`config.mk`:
```
export PLATFORM = sky130hd
export DESIGN_NAME = mc14500b_program_loader
export DESIGN_NICKNAME = d
export VERILOG_FILES = /design/src/rtl/mc14500b_program_loader.sv
export SDC_FILE = /design/constraint.sdc
export NUM_CORES = 1
export LEC_CHECK = 0
export CORE_ASPECT_RATIO = 1.1
export CORE_MARGIN = 3
export CORE_UTILIZATION = 27
export DETAILED_ROUTE_END_ITERATION = 16
export PLACE_DENSITY = 0.51
export SETUP_SLACK_MARGIN = 0.3
export SLEW_MARGIN = 10
export SYNTH_ARGS = -nofsm -noshare
export SYNTH_HDL_FRONTEND = slang
export SYNTH_SLANG_ARGS = --single-unit
```
`constraint.sdc`:
```
create_clock -name clk_i -period 1.95 [get_ports clk_i]
set_input_delay 0.39 -clock clk_i [delete_from_list [all_inputs] [get_ports clk_i]]
set_output_delay 0.39 -clock clk_i [all_outputs]
set_load 0.1 [all_outputs]
```
`src/rtl/mc14500b_program_loader.sv`:
```
// mc14500b_program_loader: frames a byte stream into 12-bit program words for the MC14500B core and sequences its reset
module mc14500b_program_loader #(
  parameter logic [7:0] SYNC_BYTE  = 8'hA5,
  parameter int         RST_CYCLES = 2,
  parameter int         WRITE_GAP  = 1
) (
  input  logic        clk_i,
  input  logic        rst_ni,
  input  logic [7:0]  rx_data_i,
  input  logic        rx_valid_i,
  output logic        rx_ready_o,
  output logic [11:0] program_cmd_o,
  output logic        program_write_o,
  output logic        core_rst_o,
  output logic        busy_o,
  output logic        error_o,
  output logic [7:0]  words_loaded_o
);
  typedef enum logic [3:0] {
    IDLE, PRE_RST, GET_CNT, GET_HI, GET_LO, WRITE, GAP, GET_CSUM, POST_RST, ERROR
  } state_t;
  localparam logic [7:0] RST_LAST = 8'(RST_CYCLES - 1);
  localparam logic [7:0] GAP_LAST = 8'(WRITE_GAP - 1);
  state_t      state_q, state_d;
  logic [7:0]  cnt_q, n_q, csum_q, words_q;
  logic [3:0]  hi_q;
  logic [11:0] cmd_q;
  logic        ready_q, write_q, core_rst_q, busy_q, error_q;
  logic        acc;
  assign acc             = rx_valid_i & ready_q;
  assign rx_ready_o      = ready_q;
  assign program_cmd_o   = cmd_q;
  assign program_write_o = write_q;
  assign core_rst_o      = core_rst_q;
  assign busy_o          = busy_q;
  assign error_o         = error_q;
  assign words_loaded_o  = words_q;
  // next-state decode; payload bytes equal to SYNC_BYTE are plain data, no resync mid-frame
  always_comb begin
    state_d = state_q;
    case (state_q)
      IDLE, ERROR: if (acc && rx_data_i == SYNC_BYTE) state_d = PRE_RST;
      PRE_RST:     if (cnt_q == RST_LAST) state_d = GET_CNT;
      GET_CNT:     if (acc) state_d = (rx_data_i == 8'h00) ? ERROR : GET_HI;
      GET_HI:      if (acc) state_d = (rx_data_i[7:4] != 4'h0) ? ERROR : GET_LO;
      GET_LO:      if (acc) state_d = WRITE;
      WRITE:       state_d = GAP;
      GAP:         if (cnt_q == GAP_LAST) state_d = (words_q < n_q) ? GET_HI : GET_CSUM;
      GET_CSUM:    if (acc) state_d = (rx_data_i == csum_q) ? POST_RST : ERROR;
      POST_RST:    if (cnt_q == RST_LAST) state_d = IDLE;
      default:     state_d = IDLE;
    endcase
  end
  // state, datapath and outputs registered from the upcoming state so they are valid on state entry
  always_ff @(posedge clk_i or negedge rst_ni) begin
    if (!rst_ni) begin
      state_q    <= IDLE;
      cnt_q      <= '0;
      n_q        <= '0;
      csum_q     <= '0;
      words_q    <= '0;
      hi_q       <= '0;
      cmd_q      <= '0;
      ready_q    <= 1'b0;
      write_q    <= 1'b0;
      core_rst_q <= 1'b0;
      busy_q     <= 1'b0;
      error_q    <= 1'b0;
    end else begin
      state_q    <= state_d;
      cnt_q      <= (state_d == state_q) ? cnt_q + 8'd1 : 8'd0;
      ready_q    <= state_d inside {IDLE, GET_CNT, GET_HI, GET_LO, GET_CSUM, ERROR};
      busy_q     <= !(state_d inside {IDLE, ERROR});
      core_rst_q <= state_d != IDLE;
      error_q    <= state_d == ERROR;
      write_q    <= state_d == WRITE;
      if (state_q inside {IDLE, ERROR} && state_d == PRE_RST) begin
        csum_q  <= '0;
        words_q <= '0;
      end else if (acc && state_q inside {GET_CNT, GET_HI, GET_LO}) begin
        csum_q <= csum_q ^ rx_data_i;
      end
      if (acc && state_q == GET_CNT) n_q <= rx_data_i;
      if (acc && state_q == GET_HI) hi_q <= rx_data_i[3:0];
      if (acc && state_q == GET_LO) cmd_q <= {hi_q, rx_data_i};
      if (state_d == WRITE) words_q <= words_q + 8'd1;
    end
  end
endmodule

```
# Word level (Yosys, flattened, before mapping)
# Cells that the tools add are included.
# classes
mux	18
n_reduce_logical	20
bitwise	2
order_cmp	1
add_sub_neg	2
shift	0
n_mul	0
eq_ne	20
n_div	0
# ops
op	n
$mux W4	10
$mux W8	5
$pmux W4 S9	1
$eq A4 B3 Y1 const B	7
$add A8 B1 Y8 const B	2
$eq A4 B2 Y1 const B	4
$logic_not A8 Y1	2
$eq A4 B4 Y1 const B	3
$eq A4 B1 Y1 const B	2
$eq A8 B1 Y1 const B	1
$eq A8 B8 Y1	1
$eq A8 B8 Y1 const B	1
$logic_not A4 Y1	2
$lt A8 B8 Y1	1
$reduce_bool A2 Y1	4
$reduce_bool A4 Y1	2
$xor A8 B8 Y8	1
$logic_and A1 B1 Y1	6
$reduce_bool A6 Y1	1
$eq A4 B4 Y1	1
$mux W3	1
$reduce_bool A3 Y1	1
$reduce_or A2 Y1	1
$and A1 B1 Y1	1
2 further kinds	2
# word_totals
register_bits	57
mem_bits_rw	0
rom_bits	0
out_inout_bits	25
memories	0
latchBits	0
input_bits	11
elab_cells	75

# Depth between registers and ports, before layout
# depth
ltp_word	8
mapped_depth	8
depth_no_buf	8

# Worst setup path after synthesis
# Ideal clock, no wire load.
# synth_path
path_type	reg2reg
start	register ready_q (netlist: rx_ready_o)
end	register n_q[0]
path_slack_ps	-597
arrival_ps	2416
path_stages_with_launch	7
setup_ps	131
n_path_buf	2
synth_period_minus_slack_ps	2547
required_ps	1819
path_cell_list	dfrtp_1 -> and2_1 -> clkbuf_1 -> nand2_1 -> nor4_1 -> clkbuf_1 -> o21ai_0
# synth_between
elab_chain_len	2
# synth_lines
element	line	text
start: declaration	28	logic ready_q, write_q, core_rst_q, busy_q, error_q;
start signal: assignment	72	ready_q <= state_d inside {IDLE, GET_CNT, GET_HI, GET_LO, GET_CSUM, ERROR};
$and A1 B1 Y1	30	assign acc = rx_valid_i & ready_q;
$logic_and A1 B1 Y1	83	if (acc && state_q == GET_CNT) n_q <= rx_data_i;
end signal: assignment	83	
end: declaration	25	logic [7:0] cnt_q, n_q, csum_q, words_q;
# No other way between the ends.
# A chain may end at the register's enable or synchronous reset.

# Worst setup path after layout
# layout_path
start	register words_q[3] (netlist: words_loaded_o[3])
end	register cnt_q[6]
# layout_between
elab_chain_len	6
# layout_lines
element	line	text
start: declaration	25	
start signal: assignment	86	if (state_d == WRITE) words_q <= words_q + 8'd1;
$lt A8 B8 Y1	48	GAP: if (cnt_q == GAP_LAST) state_d = (words_q < n_q) ? GET_HI : GET_CSUM;
$mux W3	48	
$mux W4	48	
$pmux W4 S9	41	case (state_q)
$eq A4 B4 Y1	71	cnt_q <= (state_d == state_q) ? cnt_q + 8'd1 : 8'd0;
$mux W8	71	
end signal: assignment	71	
end: declaration	25	
# No other way between the ends.

==> flow_metrics.tcl <==
set metrics [dict create \
    status "finished with violations" \
    violations "setup timing" \
    grt_pass1_vias 2804 \
    finalClockSkew_ns 0.00370 \
    ant_nets 0 \
    wl_per_cell_um 14.0 \
    dieWidth_um 107 \
    synth_seq_cells 57 \
    rsz0062_at_grt "yes" \
    clock_sinks 57 \
    cts-root-buf "clkbuf_16" \
    cpMaxStageDelayCell "dfrtp_4" \
    final_area_um2 4950 \
    grt_max_degree 58 \
    first_pass_iters 4 \
    required_ns 2.18 \
    drt_iter0_markers 49 \
    cp_slowest_stage_delay_ns 0.48 \
    postRouteWirelength_um 8320 \
    htree_levels 3 \
    clock_path_buffers 2 \
    crit_type "flip-flop to flip-flop" \
    rows 40 \
    critPathMaxFanout 8 \
    tritoncts "built" \
    drive_above_1_share 0.462 \
    io_pins 36 \
    core_um2 11000 \
    setup_viol 8 \
    crit_start "words_loaded_o[3]" \
    dpl_worst_slack_ns -0.599 \
    antenna_cells 0 \
    dpl_cell_area_um2 4220 \
    vias_per_cell 4.62 \
    maxSlewHeadroom 0.725 \
    critPathArrivalTime_ns 2.22 \
    area_delta_synth_final_pct 62.2 \
    initial_core_util 0.279 \
    synth_edf_count 0 \
    ff2ff_path_depth 9 \
    fp.dieArea_um2 12600 \
    setup_slack_ns -0.0421 \
    p_comb_frac 0.562 \
    setup.worst_path.end_class "flip-flop" \
    cp.buffers_inverters 2 \
    n_fill_cell 983 \
    switching_share 0.441 \
    portBuffers 35 \
    worst_pin_slew_ns 0.409 \
    die_height_um 118 \
    gr-usage-all-layers 0.139 \
    ys_seq_area_frac 0.467 \
    power_density_nw_per_um2 1590 \
    dr_total_vias 2739 \
    hold_class "input pin to asynchronous set/reset pin" \
    place_congestion 0.802 \
    power_switching_uw 3470 \
    synth.distinct_cells 48 \
    synthCells 327 \
    cts.clk_slew.worst_paths_ns 0.05 \
    p_leak_uw 0.00228 \
    antenna_found_initial 0 \
    fmax_ghz 0.502 \
    reg2reg_from "words_loaded_o[3]" \
    utilization 0.452 \
    avgSynthCellArea_um2 9.34 \
    intPower_uw 4400 \
    worst_ir_drop_vdd_mv 1.30 \
    finalCritPeriodShare 1.02 \
    path_depth 9 \
    crit_family "compound AO/OA/AOI/OAI gates" \
    synth_warnings 0 \
    synth_nets 349 \
    max-cap-violations 0 \
    period_needed_ns 1.99 \
    dp.final_hpwl_um 5930 \
    drc 0 \
    grt_pass1_wl_um 14000 \
    slew_viol_final 0 \
    syn_area_um2 3050 \
    p_clk_frac 0.197 \
    nets 463 \
    gr-total-overflow 0 \
    seq_power_share 0.241 \
    start_kind "flip-flop" \
    async_reset_ff_frac 1.00 \
    cts_buffers 9 \
    final-hold-violation-count 0 \
    crit_chain "ha_4 > o21a_1 > nor2_2 > a211oi_2 > buf_4 > o21a_1 > o211ai_1 > buf_4 > nor3_1" \
    clk_latency_ns 0.32 \
    synth-main-ff-cell "dfrtp_1" \
]
==> power by group through the flow <==
stage	clock network, uW	registers [uW]	logic [uW]
floorplan	0	2980	1520
global placement	0	1890	3820
detailed placement	0	1910	3830
CTS	1590	1900	4270
global route	1660	1960	4750
finish	1550	1900	4420
==> Yosys cell counts (9+ instances only) <==
library cell,count,area (um2)
a21oi_1,10,50.1
clkbuf_1,9,33.8
dfrtp_1,57,1430
ha_1,11,138
inv_1,16,60.1
nand2_1,72,270
nand3_1,10,50.1
nor2_1,20,75.1
nor3_1,10,50.1
o21ai_0,20,100
xnor2_1,11,96.3
xor2_1,12,105
==> logic make-up (layout without fill, tap and decap cells) <==
logic type,count (synthesis),after routing,share of synthesized area
compound gates,56,56,0.113
xor+xnor,24,24,0.0713
fa+ha+maj,11,11,0.0451
buf+inv,30,148,0.0500
flops,57,57,0.467
mux,4,4,0.0148
simple gates,145,146,0.239
==> worst reg2reg max path, cell delays in order, from the launching register on <==
cell	delay, ns
dfrtp_4	0.48
ha_4	0.26
o21a_1	0.13
nor2_2	0.04
a211oi_2	0.20
buf_4	0.15
o21a_1	0.17
o211ai_1	0.11
buf_4	0.19
nor3_1	0.17
==> repair_timing <==
item,CTS,global route
buffers inserted,11,3
endpoints found under the setup margin,56,55
hold buffers,0,0
pin swaps,39,18
resized for setup,69,35
gates cloned,3,0
==> final cells by class <==
cell class | instances | area, um2 | share of cell area
tap | 147 | 184 | 0.0371
clock inverter | 5 | 55.1 | 0.0111
sequential | 57 | 1460 | 0.294
inverter | 16 | 60.1 | 0.0121
clock buffer | 11 | 243 | 0.0490
multi-input combinational | 241 | 1840 | 0.371
timing repair buffer | 116 | 1120 | 0.226
==> final timing paths <==
path / end / slack, ns
setup / recovery: cnt_q[6] / -0.04
hold / removal: state_q[1] / 0.04
setup reg to reg: cnt_q[6] / -0.04
hold reg to reg: program_cmd_o[9] / 0.47
max in group asynchronous: words_loaded_o[1] / 1.58
min in group clk_i: program_cmd_o[5] / 0.46
==> cells in the final DEF (no fill, tap or decap), drive strengths merged, types with 2 or more instances in the layout <==
cell,n
clkinv,2
a21oi,10
ha,11
a31oi,3
o211ai,2
inv,16
clkbuf,12
nor3,10
dfrtp,57
nand4,4
nand2,72
xor2,12
and3,8
and2,3
o21a,3
nand3,11
dlygate4sd2,7
o31ai,3
o21ai,22
mux2,4
nor4,5
xnor2,12
clkinvlp,2
nand2b,3
nor2b,2
a211oi,2
nor2,20
clkdlybuf4s15,2
buf,106
o22ai,3
==> state kept, by name, indices dropped and copies added (netlist names) <==
signal / flops
busy_o: 1
cnt_q: 8
core_rst_o: 1
csum_q: 8
error_o: 1
hi_q: 4
n_q: 8
program_cmd_o: 12
program_write_o: 1
rx_ready_o: 1
state_q: 4
words_loaded_o: 8
==> metal layers <==
metal / global-route usage / vias to the layer above / wire length, um
li1: - / 1352 / -
met1: 0.171 / 1337 / 3640
met2: 0.238 / 42 / 4300
met3: 0.0307 / 8 / 287
met4: 0.0481 / 0 / 95
met5: 0 / - / 0
==> per-stage QoR <==
stage                     setup TNS, ns  cells  hold WS [ns]  total power [uW]
after floorplan                  -0.454    327        0.0944              4500
after global placement           -19.19    560         0.423              5710
after detailed placement         -20.92    560         0.427              5740
after CTS                        -0.436    590        0.0796              7760
after global routing              -1.39    593        0.0775              8360
final                            -0.184    593        0.0431              7870
Note: power is estimated with default switching activity, not from simulation.
